--- src/rtl/grf_write_arbiter.sv ---
// Arbitrates the single GRF write port between pipeline writeback and buffered
// MDU results; pipeline has priority, bounded by an anti-starvation counter.
module grf_write_arbiter #(
  parameter int DEPTH      = 4,
  parameter int STARVE_MAX = 3
) (
  input  logic                     clk,
  input  logic                     reset,
  input  logic                     p_valid,
  input  logic [4:0]               p_addr,
  input  logic [31:0]              p_data,
  input  logic [31:0]              p_pc,
  output logic                     p_stall,
  input  logic                     m_valid,
  output logic                     m_ready,
  input  logic [4:0]               m_addr,
  input  logic [31:0]              m_data,
  input  logic [31:0]              m_pc,
  output logic                     grf_we,
  output logic [4:0]               grf_addr,
  output logic [31:0]              grf_data,
  output logic [31:0]              grf_pc,
  output logic [$clog2(DEPTH):0]   fifo_count
);

  localparam int PW = $clog2(DEPTH);
  localparam int CW = PW + 1;
  localparam int SW = $clog2(STARVE_MAX + 1);
  localparam logic [CW-1:0] FULL_CNT   = CW'(DEPTH);
  localparam logic [SW-1:0] STARVE_LIM = SW'(STARVE_MAX);

  typedef struct packed {
    logic [4:0]  addr;
    logic [31:0] data;
    logic [31:0] pc;
  } entry_t;

  entry_t        mem_q [DEPTH];
  entry_t        mem_d [DEPTH];
  logic [PW-1:0] wr_ptr_q, wr_ptr_d;
  logic [PW-1:0] rd_ptr_q, rd_ptr_d;
  logic [CW-1:0] count_q, count_d;
  logic [SW-1:0] starve_q, starve_d;
  logic          grf_we_q, grf_we_d;
  logic [4:0]    grf_addr_q, grf_addr_d;
  logic [31:0]   grf_data_q, grf_data_d;
  logic [31:0]   grf_pc_q, grf_pc_d;

  logic   fifo_empty, fifo_full, fifo_sel, pipe_sel, push, pop;
  entry_t head;

  // Handshake: an MDU result transfers on any posedge where m_valid && m_ready;
  // m_ready depends only on registered occupancy, so a same-cycle pop never
  // opens room. A stalled pipeline (p_stall=1) must hold p_* for the next cycle.
  assign fifo_empty = (count_q == '0);
  assign fifo_full  = (count_q == FULL_CNT);
  assign m_ready    = !fifo_full;
  assign fifo_sel   = !fifo_empty && (!p_valid || starve_q == STARVE_LIM);
  assign pipe_sel   = p_valid && !fifo_sel;
  assign p_stall    = p_valid && fifo_sel;
  // Writes to $0 are acknowledged but never occupy a FIFO slot.
  assign push       = m_valid && m_ready && (m_addr != 5'd0);
  assign pop        = fifo_sel;
  assign head       = mem_q[rd_ptr_q];

  always_comb begin
    mem_d      = mem_q;
    wr_ptr_d   = wr_ptr_q;
    rd_ptr_d   = rd_ptr_q;
    count_d    = count_q;
    starve_d   = starve_q;
    grf_we_d   = 1'b0;
    grf_addr_d = grf_addr_q;
    grf_data_d = grf_data_q;
    grf_pc_d   = grf_pc_q;

    if (push) begin
      mem_d[wr_ptr_q] = '{addr: m_addr, data: m_data, pc: m_pc};
      wr_ptr_d        = wr_ptr_q + PW'(1);
    end
    if (pop) rd_ptr_d = rd_ptr_q + PW'(1);

    unique case ({push, pop})
      2'b10:   count_d = count_q + CW'(1);
      2'b01:   count_d = count_q - CW'(1);
      default: count_d = count_q;
    endcase

    if (fifo_sel && head.addr != 5'd0) begin
      grf_we_d   = 1'b1;
      grf_addr_d = head.addr;
      grf_data_d = head.data;
      grf_pc_d   = head.pc;
    end else if (pipe_sel && p_addr != 5'd0) begin
      grf_we_d   = 1'b1;
      grf_addr_d = p_addr;
      grf_data_d = p_data;
      grf_pc_d   = p_pc;
    end

    if (fifo_empty || fifo_sel) starve_d = '0;
    else if (pipe_sel && starve_q != STARVE_LIM) starve_d = starve_q + SW'(1);
  end

  always_ff @(posedge clk) begin
    if (reset) begin
      wr_ptr_q   <= '0;
      rd_ptr_q   <= '0;
      count_q    <= '0;
      starve_q   <= '0;
      grf_we_q   <= 1'b0;
      grf_addr_q <= '0;
      grf_data_q <= '0;
      grf_pc_q   <= '0;
    end else begin
      wr_ptr_q   <= wr_ptr_d;
      rd_ptr_q   <= rd_ptr_d;
      count_q    <= count_d;
      starve_q   <= starve_d;
      grf_we_q   <= grf_we_d;
      grf_addr_q <= grf_addr_d;
      grf_data_q <= grf_data_d;
      grf_pc_q   <= grf_pc_d;
    end
  end

  // Storage needs no reset: pointers and count define which slots are live.
  always_ff @(posedge clk) begin
    mem_q <= mem_d;
  end

  assign grf_we     = grf_we_q;
  assign grf_addr   = grf_addr_q;
  assign grf_data   = grf_data_q;
  assign grf_pc     = grf_pc_q;
  assign fifo_count = count_q;

endmodule

--- config.mk ---
export PLATFORM = sky130hd
export DESIGN_NAME = grf_write_arbiter
export DESIGN_NICKNAME = d
export VERILOG_FILES = /design/src/rtl/grf_write_arbiter.sv
export SDC_FILE = /design/constraint.sdc
export NUM_CORES = 1
export LEC_CHECK = 0
export BUFFER_PORTS_ARGS = -buffer_cell sky130_fd_sc_hd__buf_4
export CAP_MARGIN = 20
export CORE_ASPECT_RATIO = 1.25
export CORE_UTILIZATION = 56
export CTS_CLUSTER_SIZE = 12
export DETAILED_ROUTE_END_ITERATION = 8
export PLACE_DENSITY_LB_ADDON = 0.25
export SLEW_MARGIN = 30
export SYNTH_ARGS = -nofsm -noshare
export SYNTH_HDL_FRONTEND = slang
export SYNTH_SLANG_ARGS = --single-unit
--- constraint.sdc ---
create_clock -name clk -period 3 [get_ports clk]
set_input_delay 0.3 -clock clk [delete_from_list [all_inputs] [get_ports clk]]
set_output_delay 0.3 -clock clk [all_outputs]
set_load 0.01 [all_outputs]
==> results of run 1 <==
==> worst max-delay path, cell delays in order <==
cell           delay [ns]
dlygate4sd3_1        0.54
buf_4                0.15
or4_1                0.56
o211a_1              0.32
inv_1                0.11
ha_1                 0.18
inv_1                0.06
fa_1                 0.37
xor2_1               0.15
or3_1                0.31
a21oi_1              0.15
==> path summary, 6_finish.rpt <==
path	to	start	cells past startpoint
worst min-delay path	mem_q[273]$_DFFE_PP_	m_addr[2]	1
worst max-delay path	fifo_count[2]$_SDFFE_PP0P_	m_addr[0]	11
worst max register to register	grf_data[10]$_SDFFE_PP0P_	rd_ptr_q[0]$_SDFFE_PP0P_	6
worst min register to register	starve_q[0]$_SDFFE_PP0P_	starve_q[0]$_SDFFE_PP0P_	1
==> per-layer routing <==
metal	vias to the layer above	wire length, um	global-route usage (%)
met3	41	1279	3.824
met4	0	488	5.888
met1	3791	11180	28.48
li1	3506	-	-
met5	-	0	0
met2	199	13870	38.74
==> cells in the final DEF (no fill, tap or decap), drive strengths merged, types with 2 or more instances in the layout <==
cell and count:
xnor2 2, o21ai 2, nor4 2, clkbuf 60
buf 228, and2 5, inv 7, edfxtp 276
a211oi 66, nor2 74, mux2i 64, a21oi 4
or4 2, dlygate4sd3 65, xor2 3, mux4 69
nand3 2, a311oi 2, o221a 2, ha 6
nand2 11, dfxtp 79, clkinv 5
==> kinds of logic after synthesis <==
family | count (synthesis) | share of synthesized area, %
buffers and inverters | 55 | 1.740
and+or+nand+nor | 100 | 3.047
AOI/OAI and AO/OA | 81 | 5.340
DFF | 355 | 72.62
muxes | 134 | 16.23
xor gates and xnor gates | 5 | 0.3223
adders and majority gates | 7 | 0.6997
==> state kept, by name, summed over array words and instances (netlist names) <==
name        count
fifo_count      3
grf_addr        5
grf_data       32
grf_pc         32
grf_we          1
mem_q         276
rd_ptr_q        2
starve_q        2
wr_ptr_q        2
==> stage by stage <==
stage / std cells / area (sq um) / hold slack (ns) / total power, mW / utilization [%]
final: 1372 / 17340 / 0.01904 / 13.91 / 72.85
after global routing: 1372 / 17340 / 0.004391 / 14.56 / 72.85
after CTS: 1372 / 17340 / 0.001603 / 14.07 / 72.85
after detailed placement: 1243 / 15650 / 0.4335 / 9.987 / 65.74
after global placement: 1243 / 15650 / 0.4122 / 9.903 / 65.74
after floorplan: 737 / 13600 / 0.3989 / 8.680 / -
==> repair_timing <==
| action | 4_1_cts | 5_1_grt |
|---|---|---|
| hold buffers | 65 | 0 |
| setup buffers | 0 | 0 |
| endpoints found under the hold margin | 260 | 0 |
==> power groups by stage <==
stage	clock network (mW)	logic (mW)	registers, mW
after floorplan	0	2.18	6.50
final	4.01	3.54	6.37
after CTS	4.09	3.60	6.38
after detailed placement	0	3.51	6.47
after global placement	0	3.46	6.45
after global routing	4.28	3.84	6.44
==> final cells by class <==
class / count / area share (%)
clock inverter: 4 / 0.1082
sequential: 355 / 56.96
clock buffer: 60 / 5.895
timing repair buffer: 293 / 14.27
inverter: 8 / 0.1732
tap: 325 / 2.345
multi-input combinational: 327 / 20.25
==> qor.yml, run 1 <==
status: "completed"
hold_violations: 0
ys.flop_type: "edfxtp_1"
synth.most_common_cell: "edfxtp_1"
die_area_sq_um: 24900
tightest_slew_ns: 0.8614
cp-end-kind: "flop"
synth_top_cells_by_count: "edfxtp_1, dfxtp_1, nor2_1"
power_density_nw_per_um2: 802.4
regToRegSetupSlack_ns: 0.39
n_fill_cell: 1542
ys_ff_latch: 355
grt_overflow_total: 0
period_minus_slack_ns: 2.775
p_int_mw: 10.14
wl_per_cell_um: 19.55
max_freq_mhz: 360.4
cts_buffer_depth: 3
leakagePower_nw: 6.271
arrival_ns: 3.20
synth_area_sq_um: 13590
hold_class: "in2reg"
synth_area_leaders: "edfxtp_1, dfxtp_1, mux4_2"
ir_worst_vdd_uv: 505.4
multi_input_area_sq_um: 3512
synth_area_leader_cell: "edfxtp_1"
path_max_fanout: 7
p_sw_share_pct: 27.09
async_flop_share_pct: 0
worst_slack_ns: 0.2250
finalNetCount: 1170
antenna_found_initial: 0
yosysSeqAreaShare_pct: 72.62
drive_gt1_share_pct: 35.24
first_pass_iters: 5
syn-num-nets: 886
diodes: 0
synth_top_area_share_pct: 60.98
fp-row-count: 63
place_ws_ns: 0.2605
drv_cap: 0
ys_types: 36
setup_violations: 0
drt_iter0_drc: 400
pwr-share-seq_pct: 45.8
syn_inst: 737
wirelength_um: 26820
required_ns: 3.42
cts_tree: "done"
place.detailed.hpwl_um: 15930
syn_avg_cell_area_sq_um: 18.44
num_vias: 7537
die_w_um: 141.3
drc: 0
cts.sink_count: 355
htreeDepth: 2
critical_path_class: "in2reg"
clk_pin_slew_worst_paths_ns: 0.06
track_usage_pct: 22.06
core_sq_um: 23810
cts-buffers-inserted: 36
drv_slew: 0
cp-start-kind: "input port"
grt_pass1_vias: 7782
power_frac_comb_pct: 25.4
portBuffers: 216
grt_max_degree: 70
ios: 217
clock_power_share_pct: 28.8
cts-root-buf: "clkbuf_16"
finClkSkew_ns: 0.01370
cts.repair.resized: 0
via_per_inst: 5.493
regArea_sq_um: 9877
place.gp.congestion: 0.7895
maxSlewHeadroom_pct: 42.58
setup-tns-final_ns: 0
insertion_delay_ns: 0.50
period_share_pct: 92.50
drtAntennaViolNets: 0
synth_warnings: 0
synth_edf_count: 276
syn2layout_area_growth_pct: 27.60
power.switching_mw: 3.770
rsz0062_at_grt: "false"
grt_pass1_wl_um: 41660
start_util_pct: 57.09
die_h_um: 176.2
(Power assumes the default switching activity.)
==> run 2: changes to the inputs <==
--- a/config.mk
+++ b/config.mk
@@ -7,11 +7,14 @@
 export LEC_CHECK = 0
 export BUFFER_PORTS_ARGS = -buffer_cell sky130_fd_sc_hd__buf_4
 export CAP_MARGIN = 20
+export CELL_PAD_IN_SITES_DETAIL_PLACEMENT = 0
+export CELL_PAD_IN_SITES_GLOBAL_PLACEMENT = 1
 export CORE_ASPECT_RATIO = 1.25
-export CORE_UTILIZATION = 56
+export CORE_UTILIZATION = 48
 export CTS_CLUSTER_SIZE = 12
 export DETAILED_ROUTE_END_ITERATION = 8
 export PLACE_DENSITY_LB_ADDON = 0.25
+export REMOVE_ABC_BUFFERS = 1
 export SLEW_MARGIN = 30
 export SYNTH_ARGS = -nofsm -noshare
 export SYNTH_HDL_FRONTEND = slang
==> qor.yml, run 2 (synthesized netlist as in run 1, its figures left out) <==
status: "finished with violations"
violations: "DRC"
first_pass_iters: 9
hold_violations: 0
critPathLaunch: "m_addr[0]"
arrival_ns: 3.13
cts.sink_count: 355
power_density_nw_per_um2: 797.8
via_per_inst: 5.281
path_max_fanout: 7
antenna_found_initial: 2
power_frac_comb_pct: 25.5
cp-start-kind: "input port"
syn2layout_area_growth_pct: 28.36
reg2regPathDepth: 6
cts.repair.resized: 0
wl_per_cell_um: 18.88
setup_violations: 0
hold_slack_ns: 0.02302
p_sw_share_pct: 27.15
leakagePower_nw: 6.315
rr_endpoint: "grf_pc[22]$_SDFFE_PP0P_"
clock_power_share_pct: 28.8
die_w_um: 152.5
period_minus_slack_ns: 2.691
grt_overflow_total: 0
finClkSkew_ns: 0.01213
power.switching_mw: 3.778
cts-buffers-inserted: 36
core_sq_um: 27740
required_ns: 3.43
clk_pin_slew_worst_paths_ns: 0.06
drv_cap: 0
num_vias: 7451
start_util_pct: 49.00
die_h_um: 190.1
hold-path-cell-count: 1
max_freq_mhz: 371.5
period_share_pct: 89.71
drive_gt1_share_pct: 35.51
largest_reg_flops: 276
pwr-share-seq_pct: 45.7
drtAntennaViolNets: 0
r2r-start: "rd_ptr_q[0]$_SDFFE_PP0P_"
tightest_slew_ns: 0.8816
die_area_sq_um: 28990
wirelength_um: 26630
track_usage_pct: 18.75
top_register: "mem_q"
portBuffers: 216
drv_slew: 0
drt_iter0_drc: 332
layout_commonest_cell: "edfxtp_1"
place.gp.congestion: 0.7233
drc: 7
hold_class: "in2reg"
grt_pass1_vias: 7758
place_ws_ns: 0.3735
cts-root-buf: "clkbuf_16"
maxSlewHeadroom_pct: 41.23
cts_buffer_depth: 3
grt_pass1_wl_um: 41780
finalNetCount: 1181
n_fill_cell: 2091
worst_slack_ns: 0.3086
critical_path_class: "in2reg"
mostFrequentLayoutCells: "edfxtp_1, buf_4, dfxtp_1, nor2_1, mux4_2"
grt_max_degree: 70
ir_worst_vdd_uv: 533.8
insertion_delay_ns: 0.51
crit_end: "fifo_count[2]$_SDFFE_PP0P_"
htreeDepth: 2
rsz0062_at_grt: "false"
cts_tree: "done"
cp-end-kind: "flop"
regToRegSetupSlack_ns: 0.40
fp-row-count: 68
ios: 217
p_int_mw: 10.14
place.detailed.hpwl_um: 16350
-- run 2: cell types whose count changed in the layout (fill, tap and decap cells not counted), moves of 2 or more --
cell,before,now
buf_4,219,229
dlygate4sd3_1,65,68
buf_12,9,7
clkinv_1,2,4
clkinv_2,3,1
diode_2,0,2
inv_6,0,2
-- run 2: worst min-delay path by stage --
stage	start	endpoint	slack [ns]
2_1_floorplan	reset	grf_data[11]$_SDFFE_PP0P_	0.36
3_3_place_gp	starve_q[0]$_SDFFE_PP0P_	starve_q[0]$_SDFFE_PP0P_	0.42
6_report	m_addr[1]	mem_q[65]$_DFFE_PP_	0.02
4_1_cts	m_addr[1]	mem_q[65]$_DFFE_PP_	0.002
5_1_grt	m_addr[1]	mem_q[65]$_DFFE_PP_	0.006
3_5_place_dp	starve_q[0]$_SDFFE_PP0P_	starve_q[0]$_SDFFE_PP0P_	0.43
-- run 2: area by class of cell --
class	instances	area, sq um	share of cell area [%]
flip-flops and latches	355	9877	56.62
multi-input cells	327	3512	20.13
repair buffers	304	2540	14.56
clock buffers	59	1008	5.781
well taps	350	437.9	2.510
clock inverters	6	33.78	0.1937
inverters	8	30.03	0.1721
diodes	2	5.005	0.02869
-- run 2: critical path, stage by stage --
cell and delay, ns:
dlygate4sd3_1 0.54, buf_4 0.15, or4_1 0.52, o211a_1 0.32
inv_1 0.11, ha_1 0.18, inv_1 0.06, fa_1 0.37
xor2_1 0.16, or3_1 0.30, a21oi_1 0.13
-- run 2: power by group through the flow --
stage / logic (mW) / registers [mW] / clock network (mW)
floorplan: 1.99 / 6.76 / 0
global placement: 3.53 / 6.45 / 0
detailed placement: 3.56 / 6.47 / 0
CTS: 3.64 / 6.37 / 4.13
global route: 3.86 / 6.44 / 4.32
finish: 3.55 / 6.36 / 4.01
-- run 2: through the flow --
stage | cell area (sq um) | std cells | total power [mW] | util, % | setup TNS (ns)
after detailed placement | 15720 | 1276 | 10.02 | 56.66 | 0
after floorplan | 13380 | 690 | 8.747 | - | -337.18
after global routing | 17440 | 1411 | 14.62 | 62.89 | 0
after CTS | 17440 | 1409 | 14.14 | 62.87 | 0
after global placement | 15720 | 1276 | 9.977 | 56.66 | 0
final | 17440 | 1411 | 13.92 | 62.89 | 0
-- run 2: per-layer routing --
layer  track usage (%)  vias up  part of all wire [%]
li1                  -     3531                     -
met2             35.32      159                    54
met4             5.439        0                   1.9
met1             21.92     3724                    40
met3             3.189       37                   4.1
met5                 0        -                     0
-- run 2: timing repair --
action | in CTS | in global routing
hold buffers | 68 | 0
setup buffers | 0 | 0
hold endpoints to repair | 272 | 0
